`config.mk`:
```
export PLATFORM = sky130hd
export DESIGN_NAME = mpu_ldst_ctrl
export DESIGN_NICKNAME = d
export VERILOG_FILES = /design/src/rtl/mpu_ldst_ctrl_pkg.sv /design/src/rtl/mpu_loc_counter.sv /design/src/rtl/mpu_ldst_ctrl.sv
export SDC_FILE = /design/constraint.sdc
export NUM_CORES = 1
export LEC_CHECK = 0
export CAP_MARGIN = 20
export CORE_MARGIN = 2
export CORE_UTILIZATION = 28
export CTS_CLUSTER_SIZE = 30
export DETAILED_ROUTE_END_ITERATION = 8
export GPL_TIMING_DRIVEN = 0
export PLACE_DENSITY = 0.59
export REMOVE_ABC_BUFFERS = 1
export SETUP_SLACK_MARGIN = 0.5
export SLEW_MARGIN = 10
export SYNTH_ARGS = -nofsm -noshare
export SYNTH_HDL_FRONTEND = slang
export SYNTH_SLANG_ARGS = --single-unit
```
`constraint.sdc`:
```
create_clock -name clk -period 2.6 [get_ports clk]
set_clock_uncertainty 0.2 [all_clocks]
set_input_delay 0.52 -clock clk [delete_from_list [all_inputs] [get_ports clk]]
set_output_delay 0.52 -clock clk [all_outputs]
set_load 0.005 [all_outputs]
```
`src/rtl/mpu_ldst_ctrl_pkg.sv`:
```
// Purpose: shared dimensions, data types and FSM encodings for the MPU load/store sequencer.
// Latency: n/a (types, constants and pure functions only).
// Backpressure: n/a.
package mpu_ldst_ctrl_pkg;

    // global_defs
    localparam int M               = 6;
    localparam int N               = 6;
    localparam int MBITS           = 2;
    localparam int NBITS           = 2;
    localparam int MATRIX_REG_BITS = 3;

    // Element counter must hold m*n for the largest size the fields can encode (7x7).
    localparam int CNT_W = $clog2(M * N) + 1;

    // mpu_data_types
    typedef logic [31:0] float_sp;
    typedef logic [2:0]  mpu_ldst_state_t;

    localparam mpu_ldst_state_t IDLE     = 3'd0;
    localparam mpu_ldst_state_t LD_XFER  = 3'd1;
    localparam mpu_ldst_state_t ST_SIZE  = 3'd2;
    localparam mpu_ldst_state_t ST_XFER  = 3'd3;
    localparam mpu_ldst_state_t ST_DRAIN = 3'd4;
    localparam mpu_ldst_state_t RELEASE  = 3'd5;

    function automatic logic [CNT_W-1:0] xfer_count(input logic [MBITS:0] m, input logic [NBITS:0] n);
        return CNT_W'(m) * CNT_W'(n);
    endfunction

    function automatic logic load_size_ok(input logic [MBITS:0] m, input logic [NBITS:0] n);
        return (m != '0) && (n != '0) && (m <= (MBITS+1)'(M)) && (n <= (NBITS+1)'(N));
    endfunction

endpackage

```
`src/rtl/mpu_loc_counter.sv`:
```
// Purpose: row-major (i,j) location counter; j runs fastest and wraps to 0 with i+1.
// Latency: location updates on the edge after step; last is combinational on the current location.
// Backpressure: none; advances only when step is high, clear has priority over step.
// Ports: clk, rst (async active-low), clear, step, m_size/n_size (matrix dims),
//        i/j (current location), last (location is (m-1,n-1)).
module mpu_loc_counter
    import mpu_ldst_ctrl_pkg::*;
(
    input  logic             clk,
    input  logic             rst,
    input  logic             clear,
    input  logic             step,
    input  logic [MBITS:0]   m_size,
    input  logic [NBITS:0]   n_size,
    output logic [MBITS:0]   i,
    output logic [NBITS:0]   j,
    output logic             last
);

    logic j_wrap;

    assign j_wrap = (j == n_size - (NBITS+1)'(1));
    assign last   = j_wrap && (i == m_size - (MBITS+1)'(1));

    always_ff @(posedge clk or negedge rst) begin
        if (!rst) begin
            i <= '0;
            j <= '0;
        end else if (clear) begin
            i <= '0;
            j <= '0;
        end else if (step) begin
            if (j_wrap) begin
                j <= '0;
                i <= last ? '0 : i + (MBITS+1)'(1);
            end else begin
                j <= j + (NBITS+1)'(1);
            end
        end
    end

endmodule

```
`src/rtl/mpu_ldst_ctrl.sv`:
```
// Purpose: sequences load/store element transfers between the MPU memory port and the matrix register file.
// Latency: load ack 1 cycle after grant, each write 1 cycle after its sample; store reads 2 cycles after grant, memory side lags reads by 1.
// Backpressure: none inside a transfer; requests are only accepted in IDLE (load_ready/store_ready) and must drop before the next grant.
// Ports: clk, rst (async active-low); load_req/store_req with load dims, addresses and element from memory;
//        load_ready/store_ready, mem_load_ack, mem_load_error; register-file write port (reg_load_*),
//        register-file read port (reg_store_*), memory store port (mem_store_*).
module mpu_ldst_ctrl
    import mpu_ldst_ctrl_pkg::*;
(
    input  logic                       clk,
    input  logic                       rst,
    input  logic                       load_req,
    input  logic                       store_req,
    input  logic [MBITS:0]             mem_m_load_size,
    input  logic [NBITS:0]             mem_n_load_size,
    input  logic [MATRIX_REG_BITS:0]   mem_load_addr,
    input  logic [MATRIX_REG_BITS:0]   mem_store_addr,
    input  logic [31:0]                mem_load_element,
    output logic                       load_ready,
    output logic                       store_ready,
    output logic                       mem_load_ack,
    output logic                       mem_load_error,
    output logic                       reg_load_en,
    output logic [MATRIX_REG_BITS:0]   reg_load_addr,
    output logic [MBITS:0]             reg_m_load_size,
    output logic [NBITS:0]             reg_n_load_size,
    output logic [MBITS:0]             reg_i_load_loc,
    output logic [NBITS:0]             reg_j_load_loc,
    output logic [31:0]                reg_load_element,
    output logic [MATRIX_REG_BITS:0]   reg_store_addr,
    output logic                       reg_store_en,
    output logic [MBITS:0]             reg_i_store_loc,
    output logic [NBITS:0]             reg_j_store_loc,
    input  logic [MBITS:0]             reg_m_store_size,
    input  logic [NBITS:0]             reg_n_store_size,
    input  logic [31:0]                reg_store_element,
    output logic                       mem_store_en,
    output logic [31:0]                mem_store_element,
    output logic [MBITS:0]             mem_m_store_size,
    output logic [NBITS:0]             mem_n_store_size
);

    mpu_ldst_state_t   state;
    logic              prio_store;   // 1: store wins the next contended request
    logic              served_load;  // which request RELEASE waits on
    logic [CNT_W-1:0]  cnt;
    logic [CNT_W-1:0]  total;
    logic              grant_load;
    logic              grant_store;
    logic              cnt_done;
    logic              ld_last;
    logic              st_last;
    logic [MBITS:0]    ld_i;
    logic [NBITS:0]    ld_j;

    assign load_ready        = (state == IDLE);
    assign store_ready       = (state == IDLE);
    assign mem_load_ack      = (state == LD_XFER);
    assign reg_store_en      = (state == ST_XFER);
    assign mem_store_element = reg_store_element;

    assign grant_load  = (state == IDLE) && load_req && (!store_req || !prio_store);
    assign grant_store = (state == IDLE) && store_req && !grant_load;

    // Element count and location counter must agree on the final element.
    assign cnt_done = (cnt == total - CNT_W'(1));

    mpu_loc_counter u_ld_loc (
        .clk    (clk),
        .rst    (rst),
        .clear  (state == IDLE),
        .step   (mem_load_ack),
        .m_size (reg_m_load_size),
        .n_size (reg_n_load_size),
        .i      (ld_i),
        .j      (ld_j),
        .last   (ld_last)
    );

    mpu_loc_counter u_st_loc (
        .clk    (clk),
        .rst    (rst),
        .clear  (state == IDLE),
        .step   (reg_store_en),
        .m_size (mem_m_store_size),
        .n_size (mem_n_store_size),
        .i      (reg_i_store_loc),
        .j      (reg_j_store_loc),
        .last   (st_last)
    );

    always_ff @(posedge clk or negedge rst) begin
        if (!rst) begin
            state            <= IDLE;
            prio_store       <= 1'b0;
            served_load      <= 1'b0;
            cnt              <= '0;
            total            <= '0;
            mem_load_error   <= 1'b0;
            reg_load_en      <= 1'b0;
            reg_load_addr    <= '0;
            reg_m_load_size  <= '0;
            reg_n_load_size  <= '0;
            reg_i_load_loc   <= '0;
            reg_j_load_loc   <= '0;
            reg_load_element <= '0;
            reg_store_addr   <= '0;
            mem_store_en     <= 1'b0;
            mem_m_store_size <= '0;
            mem_n_store_size <= '0;
        end else begin
            reg_load_en    <= 1'b0;
            mem_load_error <= 1'b0;
            mem_store_en   <= reg_store_en;
            case (state)
                IDLE: begin
                    // Priority only moves when both requests compete, so a lone
                    // request does not steal the other side's turn.
                    if (load_req && store_req) begin
                        prio_store <= !prio_store;
                    end
                    cnt <= '0;
                    if (grant_load) begin
                        served_load     <= 1'b1;
                        reg_load_addr   <= mem_load_addr;
                        reg_m_load_size <= mem_m_load_size;
                        reg_n_load_size <= mem_n_load_size;
                        total           <= xfer_count(mem_m_load_size, mem_n_load_size);
                        if (load_size_ok(mem_m_load_size, mem_n_load_size)) begin
                            state <= LD_XFER;
                        end else begin
                            mem_load_error <= 1'b1;
                            state          <= RELEASE;
                        end
                    end else if (grant_store) begin
                        served_load    <= 1'b0;
                        reg_store_addr <= mem_store_addr;
                        state          <= ST_SIZE;
                    end
                end
                LD_XFER: begin
                    reg_load_en      <= 1'b1;
                    reg_load_element <= mem_load_element;
                    reg_i_load_loc   <= ld_i;
                    reg_j_load_loc   <= ld_j;
                    cnt              <= cnt + CNT_W'(1);
                    if (cnt_done && ld_last) begin
                        state <= RELEASE;
                    end
                end
                ST_SIZE: begin
                    mem_m_store_size <= reg_m_store_size;
                    mem_n_store_size <= reg_n_store_size;
                    total            <= xfer_count(reg_m_store_size, reg_n_store_size);
                    if ((reg_m_store_size == '0) || (reg_n_store_size == '0)) begin
                        state <= RELEASE;
                    end else begin
                        state <= ST_XFER;
                    end
                end
                ST_XFER: begin
                    cnt <= cnt + CNT_W'(1);
                    if (cnt_done && st_last) begin
                        state <= ST_DRAIN;
                    end
                end
                ST_DRAIN: begin
                    // Last read data is on the bus this cycle.
                    state <= RELEASE;
                end
                RELEASE: begin
                    if (served_load ? !load_req : !store_req) begin
                        state <= IDLE;
                    end
                end
                default: begin
                    state <= IDLE;
                end
            endcase
        end
    end

endmodule

```
# Word-level counts from Yosys, hierarchy flattened
# Cells that the tools add are included.
[word_totals] reg_bits=92 latch_bits=0 mem_bits_rw=0 mem_bits_ro=0 input_bits=88 output_inout_bits=103 word_cells=122 n_memories=0
[classes] addsub=10 mul=2 div_mod_pow=0 magnitude_cmp=2 n_eq_ne=15 shifts=0 muxes=32 bitwise=1 n_reduce_logical=39
[ops] operator="two-way mux 3 bit" count=21
[ops] operator="case mux 7 bit (2 select lines)" count=2
[ops] operator="case mux 3 bit (6 select lines)" count=1
[ops] operator="nonzero test 2 bit" count=7
[ops] operator="adder 3 x 1 -> 3 bit, second input constant" count=4
[ops] operator="equality test 3 bit" count=4
[ops] operator="logical AND 1 bit" count=12
[ops] operator="multiplier 3 x 3 -> 6 bit" count=2
[ops] operator="AND reduction 2 bit" count=6
[ops] operator="subtractor 3 x 1 -> 3 bit, second input constant" count=4
[ops] operator="zero test 3 bit" count=3
[ops] operator="adder 7 x 1 -> 7 bit, second input constant" count=1
[ops] operator="equality test 7 bit" count=1
[ops] operator="two-way mux 1 bit" count=7
[ops] operator="two-way mux 7 bit" count=1
[ops] operator="subtractor 7 x 1 -> 7 bit, second input constant" count=1
[ops] operator="equality test 3 x 2 -> 1 bit, second input constant" count=2
[ops] operator="equality test 3 bit, second input constant" count=2
[ops] operator="<= comparator 3 bit, second input constant" count=2
[ops] operator="!= test 2 x 1 -> 1 bit, second input constant" count=3
[ops] operator="nonzero test 3 bit" count=2
[ops] operator="zero test 1 bit" count=4
[ops] operator="AND reduction 4 bit" count=1
[ops] operator="equality test 3 x 1 -> 1 bit, second input constant" count=1
[ops] operator="6 further kinds" count=7

# Longest topological paths before layout
# Gate-level depths: netlist of run 1.
[depth] depth_word=8 ltp_mapped=10 ltp_nobuf=10

# By module
# From an unflattened synthesis of run 1, not the netlist that was laid out.
[hier_totals] cells_unflattened=439 area_unflattened_um2=5067.4
[modules_own_cells] module="mpu_ldst_ctrl" instances=1 cells_per_inst=341 area_per_inst_um2=4111.4 seq_area_each_um2=1976.9
[modules_own_cells] module="mpu_loc_counter" instances=2 cells_per_inst=49 area_per_inst_um2=478.0 seq_area_each_um2=150.1

# Worst setup path before layout of run 1
# No wires, ideal clock.
[synth_timing] path_kind="input-to-reg" start="in mem_m_load_size[0]" end="reg total[4]" setup_time_ps=135 arrival_ps=2038 required_time_ps=2265 slack_ps=227 stages=10 path_buffers=0 path_cell_list="nand2_1 > fa_1 > inv_1 > ha_1 > inv_1 > fa_1 > xor2_1 > nor2_1 > a211oi_1 > a21oi_1"
[synth_between] elab_chain_cells=3
[synth_rtl] item="start, declared" line="mpu_ldst_ctrl.sv:14" text="input logic [MBITS:0] mem_m_load_size,"
[synth_rtl] item="multiplier 3 x 3 -> 6 bit" line="mpu_ldst_ctrl_pkg.sv:28" text="return CNT_W'(m) * CNT_W'(n);"
[synth_rtl] item="two-way mux 7 bit" line="mpu_ldst_ctrl.sv:123" text="if (grant_load) begin"
[synth_rtl] item="case mux 7 bit (2 select lines)" line="mpu_ldst_ctrl.sv:115" text="case (state)"
[synth_rtl] item="end signal, assigned" line="mpu_ldst_ctrl.sv:128" text="total <= xfer_count(mem_m_load_size, mem_n_load_size);"
[synth_rtl] item="end signal, assigned" line="mpu_ldst_ctrl.sv:154" text="total <= xfer_count(reg_m_store_size, reg_n_store_size);"
[synth_rtl] item="end, declared" line="mpu_ldst_ctrl.sv:47" text="logic [CNT_W-1:0] total;"
# Every way passes these cells. The select of a mux whose other input is x is not followed.
# A chain may end at the register's enable or synchronous reset.

# Final worst setup path of run 1
[layout_timing] start="reg reg_n_load_size[0]" end="reg u_ld_loc.i[0]"
[layout_between] elab_chain_cells=7
[layout_rtl] item="start, declared" line="mpu_ldst_ctrl.sv:26" text="output logic [NBITS:0] reg_n_load_size,"
[layout_rtl] item="start signal, assigned" line="mpu_ldst_ctrl.sv:127" text="reg_n_load_size <= mem_n_load_size;"
[layout_rtl] item="subtractor 3 x 1 -> 3 bit *" line="mpu_loc_counter.sv:22" text="assign j_wrap = (j == n_size - (NBITS+1)'(1));"
[layout_rtl] item="equality test 3 bit *" line="mpu_loc_counter.sv:22"
[layout_rtl] item="logical AND 1 bit" line="mpu_loc_counter.sv:23" text="assign last = j_wrap && (i == m_size - (MBITS+1)'(1));"
[layout_rtl] item="two-way mux 3 bit" line="mpu_loc_counter.sv:35" text="i <= last ? '0 : i + (MBITS+1)'(1);"
[layout_rtl] item="two-way mux 3 bit" line="mpu_loc_counter.sv:33" text="if (j_wrap) begin"
[layout_rtl] item="two-way mux 3 bit" line="mpu_loc_counter.sv:32" text="end else if (step) begin"
[layout_rtl] item="two-way mux 3 bit" line="mpu_loc_counter.sv:29" text="end else if (clear) begin"
[layout_rtl] item="end signal, assigned" line="mpu_loc_counter.sv:35"
[layout_rtl] item="end, declared" line="mpu_loc_counter.sv:15" text="output logic [MBITS:0] i,"
# Mark *: on every way between the ends. The rest lies on a longest branch, timed or not. The select of a mux whose other input is x is not followed.

==> summary.md, run 1 <==
| Metric | Value |
|---|---|
| Vias | `3,737` |
| Vias in the first global route | `3,759` |
| Die Area | `18,200 µm²` |
| Site Rows | `47` |
| Dominant cells by area after synthesis | `dfrtp_1 (47%), mux2_2 (9.2%), buf_4 (5.3%)` |
| Wire per inst | `16.5 µm` |
| Core area | `16,600 µm²` |
| Reg2reg path depth | `8` |
| Fin worst setup slack | `0.358 ns` |
| Max Slew Vio Count | `0` |
| Hold Vio Cnt, Final | `0` |
| Net count, final | `698` |
| Clk root buf | `clkbuf_16` |
| Number of synthesized register bits | `91` |
| Post-synth EDFFs | `0` |
| Total CTS buffers | `9` |
| Min Tclk post-route | `2.24 ns` |
| Crit path required time | `2.64 ns` |
| Asr flop ratio synth | `100%` |
| Max cap viols | `0` |
| Gr ovfl total | `0` |
| Top cell type's share of synthesized area | `47.5%` |
| Run status | `complete, no violations` |
| CTS Buffer Depth | `2` |
| Clock latency on the worst-skew pair | `0.35 ns` |
| Crit path kind | `register to register` |
| Via-per-instance ratio | `4.61` |
| Initial Utilization | `28.8%` |
| Diode count | `0` |
| DR pass1 iterations | `4` |
| FF-to-FF setup slack | `0.36 ns` |
| DIE HEIGHT | `135 µm` |
| CP Launch Type | `register` |
| Final instance area | `7080 µm²` |
| Die W | `135 µm` |
| Yosys cell types | `55` |
| Hold path cells | `3` |
| Leakage power total | `3.19 nW` |
| Crit end category | `register` |
| Pre-CTS setup slack | `-0.566 ns` |
| Final Setup Violations | `0` |
| Pin count of the biggest net entering global routing | `65` |
| Post-DP HPWL | `9140 µm` |
| Largest area contributor in the netlist | `dfrtp_1` |
| Cell Area, Placed | `6090 µm²` |
| Hold WC Path Type | `input port to register` |
| Slew headroom | `72.3%` |
| Synth warn | `0` |
| Most frequent cells in the layout | `clkdlybuf4s50_1 (109), dfrtp_1 (87), nand2_1 (51)` |
| Clock Sinks | `91` |
| Area added between synthesis and finish | `47.6%` |
| I/O pins | `191` |
| RSZ-0062 raised after global routing | `yes` |
| Dominant register cell in the synthesized netlist | `dfrtp_1` |
| Max Clock Freq | `446 MHz` |
| Worst Hold End | `mem_n_store_size[2]` |
| Maximum VDD drop | `0.307 mV` |
| Mapped Area | `4800 µm²` |
| GRT Overall Usage | `14.6%` |
| CP Data Arrival Time | `2.28 ns` |
| Least-Margin Pin Slew | `0.416 ns` |
| H-tree depth | `3` |
| Detail Route Antenna Nets | `0` |
| Register area share after synthesis | `47.5%` |
| Worst r2r dst | `u_ld_loc.i[0]` |
| CTS tree | `done` |
| Post-route clock period utilization | `86.2%` |
| Syn avg cell area | `10.7 µm²` |
| I/O Buffers | `126` |
| Initial antenna violation count | `0` |
| Routability Congestion | `0.793` |
| Share of cells above drive strength 1 | `29.6%` |
| DRC viols | `0` |
| Final WL | `13,400 µm` |
| Reg2reg start | `reg_n_load_size[0]` |
| Fillers | `1,529` |
| Initial DRC count | `110` |
| Synth Instances | `448` |
| PD cells | `442 nW/µm²` |
| Most common cell after layout, fill and taps aside | `clkdlybuf4s50_1` |
| Clk slew on worst S/H paths | `0.08 ns` |
| Launch point of the worst hold path | `reg_n_store_size[2]` |
| First-pass GRT wire length | `20,400 µm` |
| Crit-path max FO | `4` |
sequential cells by signal, summed over array words and instances, names as in the netlist, 4 cells and up:
signal	cells
cnt	7
reg_load_addr	4
reg_load_element	32
reg_store_addr	4
total	6
critical path, cell delays in order (launching register included):
cell     delay [ns]
dfrtp_1        0.39
inv_2          0.07
ha_4           0.27
xor2_1         0.19
nand3_2        0.15
nor4_4         0.37
buf_4          0.18
nor3_4         0.04
mux2_2         0.26
kinds of logic after synthesis:
| logic type | after synthesis | synth area share (%) |
|---|---|---|
| AO/OA/AOI/OAI | 61 | 8.19 |
| buffers and inverters | 72 | 8.42 |
| multiplexers | 46 | 10.7 |
| XOR/XNOR | 27 | 5.50 |
| adder cells (fa/ha/maj) | 24 | 6.88 |
| flip-flops | 91 | 47.5 |
| AND/OR/NAND/NOR | 127 | 12.8 |
routing by layer:
| metal | vias to the layer above | track usage (%) | wire, µm |
|---|---|---|---|
| met3 | 18 | 6.19 | 1090 |
| met2 | 136 | 22.5 | 6210 |
| met4 | 2 | 6.55 | 293 |
| met5 | - | 3.89 | 62 |
| li1 | 1779 | - | - |
| met1 | 1802 | 17.4 | 5700 |
layout make-up:
class                           count  area (µm²)  area share, %
Multi-Input combinational cell    285        2370           33.5
Inverter                           26         106           1.50
Timing Repair Buffer              173        1710           24.2
Tap cell                          220         275           3.89
Sequential cell                    91        2280           32.2
Clock inverter                      6        95.1           1.34
Clock buffer                       10         239           3.37
what timing repair did:
item,in CTS,in global routing
pin swaps,29,16
setup buffers,29,14
endpoints found under the setup margin,63,22
hold buffers,1,0
cloned,1,0
resized for setup,130,30
hold endpoints to repair,27,0
report_power, final:
part	total, W	switching, W	internal, W
clock network	0.00149	0.000610	0.000880
registers	0.00142	0.00000417	0.00142
logic	0.000218	0.0000970	0.000121
how the worst max path moves through the flow:
stage | from | end | slack, ns | cells after the start
2_1_floorplan | state[2] | state[2] | -0.75 | 6
3_3_place_gp | rst | reg_load_element[18] | -2.66 | 1
3_5_place_dp | mem_m_load_size[0] | total[4] | -0.57 | 11
4_1_cts | mem_m_load_size[1] | total[4] | 0.33 | 11
5_1_grt | reg_n_load_size[0] | u_ld_loc.i[0] | 0.28 | 8
6_report | reg_n_load_size[0] | u_ld_loc.i[0] | 0.36 | 8
stage by stage:
step	hold WS, ns	TNS, ns	utilization (%)	cells	power (W)
4_1_cts	0.163	0	41.2	797	0.00317
6_report	0.178	0	42.6	811	0.00313
2_1_floorplan	0.0244	-21.95	-	402	0.00150
3_5_place_dp	0.271	-4.36	36.6	750	0.00165
3_3_place_gp	0.261	-304.32	36.2	748	0.00164
5_1_grt	0.184	0	42.6	811	0.00325
Yosys cell counts (all sizes together) (2+ instances only):
cell    count
dfrtp      91
nand2      58
mux2       43
buf        39
inv        26
o21ai      26
ha         20
xnor2      15
and2       14
nand3      14
nor2       14
xor2       10
nor3        9
clkbuf      7
a21oi       5
a211oi      4
a21o        4
a31oi       4
and3        4
fa          4
a22o        3
mux2i       3
a22oi       2
nand2b      2
nand4       2
o211ai      2
o31ai       2
or4         2
xnor3       2
Note: power is estimated with default switching activity, not from simulation.
==> run 2: changes to the inputs <==
--- a/config.mk
+++ b/config.mk
@@ -5,13 +5,15 @@
 export SDC_FILE = /design/constraint.sdc
 export NUM_CORES = 1
 export LEC_CHECK = 0
+export ABC_CLOCK_PERIOD_IN_PS = 2600
 export CAP_MARGIN = 20
+export CELL_PAD_IN_SITES_DETAIL_PLACEMENT = 1
+export CELL_PAD_IN_SITES_GLOBAL_PLACEMENT = 1
 export CORE_MARGIN = 2
 export CORE_UTILIZATION = 28
 export CTS_CLUSTER_SIZE = 30
 export DETAILED_ROUTE_END_ITERATION = 8
-export GPL_TIMING_DRIVEN = 0
-export PLACE_DENSITY = 0.59
+export PLACE_DENSITY = 0.74
 export REMOVE_ABC_BUFFERS = 1
 export SETUP_SLACK_MARGIN = 0.5
 export SLEW_MARGIN = 10
==> run 2 against run 1 <==
Against the previous run:
- combinational power is 6% higher
- critical path depth is the same
- sequential cell count did not move
- clock-buffer cell count is the same
- setup slack lost 0.0089 ns
- fmax shrank 0.40%
- global-route usage grew 1.6 points
- via count rose by 4.6%
==> summary.md, run 2 (synthesis results as in run 1) <==
| Metric | Value |
|---|---|
| Leakage power total | `3.23 nW (+1.2%)` |
| H-tree depth | `3 (unchanged)` |
| CP Data Arrival Time | `2.27 ns (about the same)` |
| Die W | `135 µm (unchanged)` |
| Vias | `3,910 (+4.6%)` |
| GRT Overall Usage | `16.2% (+1.6 points)` |
| Site Rows | `47 (unchanged)` |
| Share of cells above drive strength 1 | `33.6% (+3.9 points)` |
| CTS tree | `done` |
| Worst r2r dst | `state[0]` |
| First-pass GRT wire length | `22,800 µm (+11%)` |
| Gr ovfl total | `0 (unchanged)` |
| CP Launch Type | `register` |
| Most common cell after layout, fill and taps aside | `clkdlybuf4s50_1` |
| Post-DP HPWL | `10,900 µm (+19%)` |
| Setup_tns | `0 ns (unchanged)` |
| Pin count of the biggest net entering global routing | `41 (-37%)` |
| Area added between synthesis and finish | `49.0%` |
| RSZ-0062 raised after global routing | `yes` |
| Largest registers | `reg_load_element (32), cnt (7), total (6)` |
| Clk root buf | `clkbuf_16` |
| Min Tclk post-route | `2.25 ns (+0.00889 ns)` |
| Met1 usage | `18.5% (+1.1 points)` |
| Dpl cells | `774 (+3.2%)` |
| Initial Utilization | `28.8% (unchanged)` |
| DIE HEIGHT | `135 µm (unchanged)` |
| DR pass1 iterations | `4 (unchanged)` |
| Most frequent cells in the layout | `clkdlybuf4s50_1 (108), dfrtp_1 (88), nand2_1 (50)` |
| Post-Layout Cell Count | `825 (+1.7%)` |
| Diode count | `0 (unchanged)` |
| Largest Register | `reg_load_element` |
| Met2 Use GR | `26.8% (+4.3 points)` |
| GR peak layer | `met2` |
| Total CTS buffers | `9 (unchanged)` |
| Crit path required time | `2.62 ns (-0.02 ns)` |
| Routability Congestion | `0.811 (+2.4%)` |
| Via-per-instance ratio | `4.74 (+2.9%)` |
| Final WL | `15,100 µm (+13%)` |
| Hold path cells | `1 (-2)` |
| Clk slew on worst S/H paths | `0.07 ns (about the same)` |
| Final Setup Violations | `0 (unchanged)` |
| Net count, final | `712 (+2.0%)` |
| Crit end category | `register` |
| Detail Route Antenna Nets | `0 (unchanged)` |
| Least-Margin Pin Slew | `0.517 ns (+0.101 ns)` |
| DRC viols | `0 (unchanged)` |
| Max Clock Freq | `444 MHz (-0.40%)` |
| Max cap viols | `0 (unchanged)` |
| Final instance area | `7150 µm² (+0.97%)` |
| Worst Hold End | `prio_store` |
| CTS Buffer Depth | `2 (unchanged)` |
| Clock latency on the worst-skew pair | `0.35 ns (about the same)` |
| FF-to-FF setup slack | `0.35 ns (about the same)` |
| Wire per inst | `18.3 µm (+11%)` |
| Clock Sinks | `91 (unchanged)` |
| Initial DRC count | `125 (+14%)` |
| Crit path kind | `register to register` |
| Reg2reg path depth | `8 (unchanged)` |
| Core area | `16,600 µm² (unchanged)` |
| Slew headroom | `65.5% (-6.8 points)` |
| Ordered cell list for the critical path | `inv_2 > ha_4 > xor2_2 > nand3_1 > or4_4 > a21o_1 > o21ai_2 > a22oi_1` |
| I/O pins | `191 (unchanged)` |
| Largest register FFs | `32 (unchanged)` |
| Hold WC Path Type | `register to register` |
| Cell Area, Placed | `6240 µm² (+2.5%)` |
| Initial antenna violation count | `0 (unchanged)` |
| Crit-path max FO | `4 (unchanged)` |
| I/O Buffers | `126 (unchanged)` |
| Util after Layout | `43.0% (+0.41 points)` |
| Launch point of the worst hold path | `prio_store` |
| Vias in the first global route | `4,240 (+13%)` |
| Post-route clock period utilization | `86.6% (+0.34 points)` |
| Die Area | `18,200 µm² (unchanged)` |
| Max stage delay cell, worst path | `or4_4` |
| Reg2reg start | `mem_n_store_size[0]` |
| Maximum VDD drop | `0.291 mV (-5.3%)` |
| Slowest stage delay, CP | `0.48 ns (+0.09 ns)` |
| Run status | `complete, no violations` |
| Met3 GRT Util | `6.27% (+0.075 points)` |
| PD cells | `408 nW/µm² (-7.7%)` |
| Max Slew Vio Count | `0 (unchanged)` |
| Hold Vio Cnt, Final | `0 (unchanged)` |
| Fillers | `1,798 (+18%)` |
[run 2: cell types whose count changed in the layout (fill, tap and decap cells not counted), moves of 3 or more]
cell     change
buf_2        +6
buf_4        +6
buf_6        +4
inv_2        +4
nand2_2      +4
nand2_4      -3
nor2_1       -3
xnor2_1      -3
xnor2_2      +3
[run 2: power breakdown]
group	internal, W	leakage (nW)	switching, W
Clock	0.000682	0.139	0.000578
Combinational	0.000129	1.91	0.000103
Sequential	0.00142	1.18	0.00000500
Total	0.00223	3.23	0.000686
[run 2: metrics by stage]
stage	power (W)	hold slack (ns)	worst slack, ns
CTS	0.00296	0.289	0.333
global route	0.00306	0.315	0.305
floorplan	0.00150	0.0244	-0.746
detailed placement	0.00167	0.276	-0.441
finish	0.00292	0.285	0.349
global placement	0.00166	0.261	-0.319
[run 2: layer usage]
layer | share of wire, % | wire length [µm]
met5 | 0 | 0
met3 | 8.6 | 1300
met1 | 40 | 6060
met4 | 2.3 | 341
met2 | 49 | 7390
[run 2: layout make-up]
class,count,area [µm²],share of cell area (%)
inverters,26,97.6,1.36
clock inverters,6,47.5,0.665
repair buffers,187,1770,24.8
flip-flops and latches,91,2280,31.9
clock buffers,10,239,3.34
multi-input cells,285,2440,34.1
well taps,220,275,3.85
[run 2: worst max path at each step]
stage                        start       end  slack [ns]  depth (start not counted)
2_1_floorplan             state[2]  state[2]       -0.75                          6
3_3_place_gp    mem_m_load_size[0]  total[4]       -0.32                         11
3_5_place_dp    mem_m_load_size[0]  total[4]       -0.44                         11
4_1_cts         mem_n_load_size[2]  total[4]        0.33                         11
5_1_grt                   state[2]  state[0]        0.30                          8
6_report       mem_n_store_size[0]  state[0]        0.35                          8
[run 2: what timing repair did]
action                     CTS  global route
gates resized for setup    106            57
buffers inserted            21            13
hold endpoints to repair    36             0
setup endpoints to repair   34            26
hold buffers                 1             0
pin swaps                   32            25
[run 2: worst max-delay path, delay by kind of cell, from the launching register on]
| family | cells | cell delay [ns] |
|---|---|---|
| simple gates | 2 | 0.58 |
| compound gates | 3 | 0.47 |
| flops | 1 | 0.36 |
| xor+xnor | 1 | 0.17 |
| fa+ha+maj | 1 | 0.28 |
| buf+inv | 1 | 0.06 |
